`config.mk`:
```
export PLATFORM = sky130hd
export DESIGN_NAME = chunked_addsub_flat
export DESIGN_NICKNAME = d
export VERILOG_FILES = /design/src/rtl/chunked_addsub_pkg.sv /design/src/rtl/chunked_addsub_if.sv /design/src/rtl/chunked_addsub_chunk.sv /design/src/rtl/chunked_addsub.sv /design/src/flat_wrapper.sv
export SDC_FILE = /design/constraint.sdc
export NUM_CORES = 1
export LEC_CHECK = 0
export CORE_ASPECT_RATIO = 0.5
export CORE_MARGIN = 1.5
export CORE_UTILIZATION = 30
export DETAILED_ROUTE_END_ITERATION = 6
export MAX_ROUTING_LAYER = met4
export SKIP_LAST_GASP = 1
export SYNTH_ARGS = -nofsm -noshare
export SYNTH_HDL_FRONTEND = slang
export SYNTH_SLANG_ARGS = --single-unit
```
`constraint.sdc`:
```
create_clock -name clk -period 4.6 [get_ports clk]
set_clock_uncertainty 0.15 [all_clocks]
set_input_delay 0.69 -clock clk [delete_from_list [all_inputs] [get_ports clk]]
set_output_delay 0.69 -clock clk [all_outputs]
set_load 0.05 [all_outputs]
```
`src/rtl/chunked_addsub_pkg.sv`:
```
// Shared types and constants for the chunked add/subtract unit.
// Holds the FSM state encoding, the operation mode constants and the index-width helper.
package chunked_addsub_pkg;

    typedef enum logic [1:0] {
        IDLE = 2'd0,
        RUN  = 2'd1,
        DONE = 2'd2
    } state_t;

    localparam logic MODE_ADD = 1'b0;
    localparam logic MODE_SUB = 1'b1;

    // A counter for a single chunk still needs one bit.
    function automatic int idx_width(input int chunks);
        return (chunks > 1) ? $clog2(chunks) : 1;
    endfunction

endpackage

```
`src/rtl/chunked_addsub_if.sv`:
```
// Operand/result handshake bundle for chunked_addsub.
// The slave modport is the arithmetic unit; the master modport is its user.
interface chunked_addsub_if #(parameter int N = 16);

    logic         in_valid;
    logic         in_ready;
    logic [N-1:0] x;
    logic [N-1:0] y;
    logic         sub;
    logic         out_valid;
    logic         out_ready;
    logic [N-1:0] s;
    logic         cout;
    logic         overflow;

    modport slave (
        input  in_valid, x, y, sub, out_ready,
        output in_ready, out_valid, s, cout, overflow
    );

    modport master (
        output in_valid, x, y, sub, out_ready,
        input  in_ready, out_valid, s, cout, overflow
    );

endinterface

```
`src/rtl/chunked_addsub_chunk.sv`:
```
// Combinational W-bit adder slice used once per cycle by chunked_addsub.
// cmsb is the carry into the slice's top bit, needed for signed overflow.
module addsub_chunk #(
    parameter int W = 4
) (
    input  logic [W-1:0] a,
    input  logic [W-1:0] b,
    input  logic         cin,
    output logic [W-1:0] sum,
    output logic         cout,
    output logic         cmsb
);

    assign {cout, sum} = {1'b0, a} + {1'b0, b} + {{W{1'b0}}, cin};

    // The top sum bit is a^b^carry-in, so the carry-in can be recovered from it.
    assign cmsb = sum[W-1] ^ a[W-1] ^ b[W-1];

endmodule

```
`src/rtl/chunked_addsub.sv`:
```
// Multi-cycle N-bit adder/subtractor that processes one W-bit chunk per clock.
// Subtraction stores the inverted y operand and seeds the carry with 1.
module chunked_addsub
    import chunked_addsub_pkg::*;
#(
    parameter int N = 16,
    parameter int W = 4
) (
    input  logic           clk,
    input  logic           rst_n,
    chunked_addsub_if.slave bus
);

    localparam int SAFE_W = (W < 1) ? 1 : W;
    localparam int CHUNKS = N / SAFE_W;
    localparam int IDXW   = idx_width(CHUNKS);
    localparam logic [IDXW-1:0] LAST_IDX = IDXW'(CHUNKS - 1);

    if (W < 1 || N < W || (N % SAFE_W) != 0) begin : g_param_check
        $error("chunked_addsub: N must be a positive multiple of W (W >= 1)");
    end

    state_t          state_reg, state_next;
    logic [IDXW-1:0] idx_reg;
    logic            carry_reg;
    logic [N-1:0]    x_reg;
    logic [N-1:0]    y_reg;
    logic [N-1:0]    res_reg;
    logic            cout_reg;
    logic            ovf_reg;

    logic [W-1:0]    a_sel, b_sel, sum;
    logic            c_out, c_msb;

    assign a_sel = x_reg[int'(idx_reg) * W +: W];
    assign b_sel = y_reg[int'(idx_reg) * W +: W];

    addsub_chunk #(.W(W)) u_chunk (
        .a    (a_sel),
        .b    (b_sel),
        .cin  (carry_reg),
        .sum  (sum),
        .cout (c_out),
        .cmsb (c_msb)
    );

    always_comb begin
        state_next = state_reg;
        case (state_reg)
            IDLE:    if (bus.in_valid)        state_next = RUN;
            RUN:     if (idx_reg == LAST_IDX) state_next = DONE;
            DONE:    if (bus.out_ready)       state_next = IDLE;
            default:                          state_next = IDLE;
        endcase
    end

    always_ff @(posedge clk or negedge rst_n) begin
        if (!rst_n) begin
            state_reg <= IDLE;
            idx_reg   <= '0;
            carry_reg <= 1'b0;
            x_reg     <= '0;
            y_reg     <= '0;
            res_reg   <= '0;
            cout_reg  <= 1'b0;
            ovf_reg   <= 1'b0;
        end else begin
            state_reg <= state_next;
            case (state_reg)
                IDLE: begin
                    if (bus.in_valid) begin
                        x_reg     <= bus.x;
                        y_reg     <= (bus.sub == MODE_SUB) ? ~bus.y : bus.y;
                        carry_reg <= (bus.sub == MODE_SUB);
                        idx_reg   <= '0;
                    end
                end
                RUN: begin
                    res_reg[int'(idx_reg) * W +: W] <= sum;
                    carry_reg <= c_out;
                    idx_reg   <= idx_reg + IDXW'(1);
                    // The last slice carries the operand MSB, so its carries give cout/overflow.
                    if (idx_reg == LAST_IDX) begin
                        cout_reg <= c_out;
                        ovf_reg  <= c_msb ^ c_out;
                    end
                end
                default: ;
            endcase
        end
    end

    assign bus.in_ready  = (state_reg == IDLE);
    assign bus.out_valid = (state_reg == DONE);
    assign bus.s         = res_reg;
    assign bus.cout      = cout_reg;
    assign bus.overflow  = ovf_reg;

endmodule

```
`src/flat_wrapper.sv`:
```
// flat-port wrapper written by rule: the top's interface ports become plain ports
module chunked_addsub_flat import chunked_addsub_pkg::*;
#(
    parameter int N = 16,
    parameter int W = 4
)
  (clk, rst_n, bus_in_valid, bus_x, bus_y, bus_sub, bus_out_ready, bus_in_ready, bus_out_valid, bus_s, bus_cout, bus_overflow);
  chunked_addsub_if #(.N(N)) bus_i ();
  input  logic clk;
  input  logic rst_n;
  input wire logic [$bits(bus_i.in_valid)-1:0] bus_in_valid;
  input wire logic [$bits(bus_i.x)-1:0] bus_x;
  input wire logic [$bits(bus_i.y)-1:0] bus_y;
  input wire logic [$bits(bus_i.sub)-1:0] bus_sub;
  input wire logic [$bits(bus_i.out_ready)-1:0] bus_out_ready;
  output wire logic [$bits(bus_i.in_ready)-1:0] bus_in_ready;
  output wire logic [$bits(bus_i.out_valid)-1:0] bus_out_valid;
  output wire logic [$bits(bus_i.s)-1:0] bus_s;
  output wire logic [$bits(bus_i.cout)-1:0] bus_cout;
  output wire logic [$bits(bus_i.overflow)-1:0] bus_overflow;
  assign bus_i.in_valid = bus_in_valid;
  assign bus_i.x = bus_x;
  assign bus_i.y = bus_y;
  assign bus_i.sub = bus_sub;
  assign bus_i.out_ready = bus_out_ready;
  assign bus_in_ready = bus_i.in_ready;
  assign bus_out_valid = bus_i.out_valid;
  assign bus_s = bus_i.s;
  assign bus_cout = bus_i.cout;
  assign bus_overflow = bus_i.overflow;
  chunked_addsub #(.N(N), .W(W)) u_core (.clk(clk), .rst_n(rst_n), .bus(bus_i));
endmodule
```
==> out/qor.csv <==
stage,metric,value,unit
placement,place.gp.congestion,0.822,
pwr,power_density,774,mW/mm^2
yosys,yosys_most_used_dff,dfrtp_1,
clocking,cts_buffers,5,
clocking,clk_pin_slew,70,ps
final_layout,syn2layout_area_growth,31.3,%
yosys,synthArstFlopShare,100,%
worst_setup_path,slowest_delay,800,ps
timing,setup-violations-final,0,
yosys,syn_area,0.00261,sq mm
final_layout,drive_above_1_share,7.09,%
timing,maxSlewViolCount,0,
hold_path,hold_class,reg2reg,
global_routing,grt_max_degree,56,
clocking,root_buffer,clkbuf_16,
routing,drtAntennaViolNets,0,
flow_run,maxCapViolations,0,
worst_setup_path,timing.critical_path.from,u_core.idx_reg[0]$_DFFE_PN0P_,
clocking,htree_levels,2,
yosys,postSynthAreaPerCell,10.8,sq um
worst_setup_path,reg2reg_slack,1090,ps
worst_setup_path,r2r.worst_path.cells,8,
timing,setup_tns,0,ps
worst_setup_path,crit_chain,"mux4_2, fa_1, fa_1, a21o_1, a21oi_1, xnor3_1, xnor2_1, o21ai_1",
yosys,yosysUniqueCellTypes,26,
timing,fin_ws,1090,ps
final_layout,fillerInstances,802,
floorplan,rows,23,
worst_setup_path,cp.required,4670,ps
routing,drc,0,
timing,period_minus_slack,3510,ps
placement,place_area,0.00327,sq mm
final_layout,post-route-util,41.7,%
clocking,cts_resized,0,
global_routing,gr-total-overflow,0,
timing,relSlewSlack,39.1,%
floorplan,dieHeight,69.0,um
placement,place_ws,1050,ps
pwr,leakagePower,1.54,nW
clocking,clock_latency,290,ps
yosys,ys_seq_area_share,52.7,%
clocking,cts_hold_buffers,0,
yosys,synth_warnings,0,
run_status,status,"finished, final reports clean",
floorplan,core_area,0.00823,sq mm
routing,wl_per_cell,13.3,um
yosys,synth_fp_nets,290,
clocking,post_cts_buffers,0,
floorplan,ioPinCount,57,
worst_setup_path,cp_common_cell,fa_1,
final_layout,num_antenna_cells,0,
yosys,synth_seq_cells,55,
worst_setup_path,r2r-start,u_core.idx_reg[0]$_DFFE_PN0P_,
floorplan,initial_core_util,31.7,%
timing,rsz0062_at_grt,no,
timing,hold_viol_final,0,
final_layout,design_area,0.00343,sq mm
floorplan,die-area,0.00931,sq mm
placement,io_buffer_count,56,
routing,num_vias,1862,
worst_setup_path,cp.depth,8,
routing,wirelength,5450,um
clocking,cts_tree,yes,
worst_setup_path,start_kind,flop,
global_routing,grt_pass1_wl,9050,um
routing,first_iter_violations,112,
yosys,synth-edff-count,0,
global_routing,grt_util_all_layers,13.1,%
routing,vias_per_cell,4.56,
worst_setup_path,arrival,3580,ps
yosys,syn_inst,242,
floorplan,fp.dieW,135,um
timing,tightest_slew,911,ps
clocking,clock_sinks,55,
pwr,peakVddDrop,0.000347,V
final_layout,nets,343,
worst_setup_path,cp_slowest_cell,dfrtp_1,
clocking,clockBufferDepth,2,
placement,dp_hpwl,4160,um
timing,fin_crit_sh,76.4,%
worst_setup_path,endpoint,u_core.bus.overflow$_DFFE_PN0P_,
global_routing,antenna_found_initial,0,
worst_setup_path,rr_endpoint,u_core.bus.overflow$_DFFE_PN0P_,
worst_setup_path,setup.worst_path.end_class,flop,
global_routing,grt_pass1_vias,1846,
worst_setup_path,critPathKind,reg2reg,
worst_setup_path,path_max_fanout,15,
worst_setup_path,cp_num_buf_inv,0,
worst_setup_path,crit_family,adder cells,
timing,max_freq,285,MHz
routing,drt-pass1-iter-count,4,
-- how the worst min path moves through the flow --
stage | start | end | slack [ps] | cells past startpoint
after global routing | u_core.x_reg[11]$_DFFE_PN0P_ | u_core.x_reg[11]$_DFFE_PN0P_ | 350 | 2
after CTS | u_core.x_reg[11]$_DFFE_PN0P_ | u_core.x_reg[11]$_DFFE_PN0P_ | 330 | 2
after floorplan | rst_n | u_core.bus.cout$_DFFE_PN0P_ | 240 | 0
after global placement | u_core.x_reg[9]$_DFFE_PN0P_ | u_core.x_reg[9]$_DFFE_PN0P_ | 310 | 2
after detailed placement | u_core.x_reg[11]$_DFFE_PN0P_ | u_core.x_reg[11]$_DFFE_PN0P_ | 310 | 2
final | u_core.x_reg[11]$_DFFE_PN0P_ | u_core.x_reg[11]$_DFFE_PN0P_ | 330 | 2
-- synth_stat cells (all sizes together) (3+ instances only) --
master | n | share of area, %
nand2 | 74 | 11
dfrtp | 55 | 53
o21ai | 24 | 4.6
xnor2 | 18 | 6.0
a22o | 15 | 5.0
clkbuf | 9 | 1.3
ha | 9 | 4.3
mux4 | 8 | 6.9
inv | 4 | 0.57
buf | 3 | 0.57
nand3 | 3 | 0.57
nor2 | 3 | 0.43
-- cell type report --
cell class                      count  area (sq um)  share of cell area [%]
Clock buffer                        8           156                    4.56
Sequential cell                    55          1380                    40.1
Inverter                            4          15.0                   0.438
Multi-Input combinational cell    171          1170                    34.1
Timing Repair Buffer               58           571                    16.6
Tap cell                          112           140                    4.09
-- routing by layer --
metal / track usage, % / vias to the layer above / share of wire [%]
li1: - / 925 / -
met1: 17.7 / 894 / 49
met2: 19.9 / 38 / 46
met3: 2.85 / 5 / 4.3
met4: 4.17 / 0 / 0.99
met5: - / - / 0
-- power breakdown --
| group | internal (mW) | switching [mW] |
|---|---|---|
| logic | 0.585 | 0.828 |
| registers | 0.687 | 0.157 |
| clock network | 0.232 | 0.165 |
-- through the flow --
stage | hold WS, ps | cells | power [mW]
after detailed placement | 314 | 400 | 2.29
after global routing | 352 | 408 | 2.86
after floorplan | 244 | 242 | 1.86
after global placement | 307 | 400 | 2.24
final | 326 | 408 | 2.65
after CTS | 331 | 408 | 2.69
-- placed cells by master (no fill, tap or decap), types with 5 or more instances in the layout --
cell             instances
mux4_2                   8
dfrtp_1                 55
nand2_1                 74
ha_1                     9
a22o_1                  15
clkbuf_16                5
o21ai_1                 23
clkdlybuf4s50_1         55
xnor2_1                 18
-- worst min-delay path, stage by stage, from the launching register on --
cell	delay, ps
dfrtp_1	340
nand2_1	50
nand2_1	50
-- cells by family (layout without fill, tap and decap cells) --
| family | Yosys count | count (layout) | share of synthesized area [%] |
|---|---|---|---|
| fa+ha+maj | 11 | 11 | 5.85 |
| mux | 8 | 8 | 6.90 |
| flops | 55 | 55 | 52.7 |
| xor+xnor | 20 | 20 | 7.24 |
| buf+inv | 16 | 70 | 2.44 |
| compound gates | 44 | 44 | 10.9 |
| simple gates | 88 | 88 | 14.0 |
(Power assumes the default switching activity.)
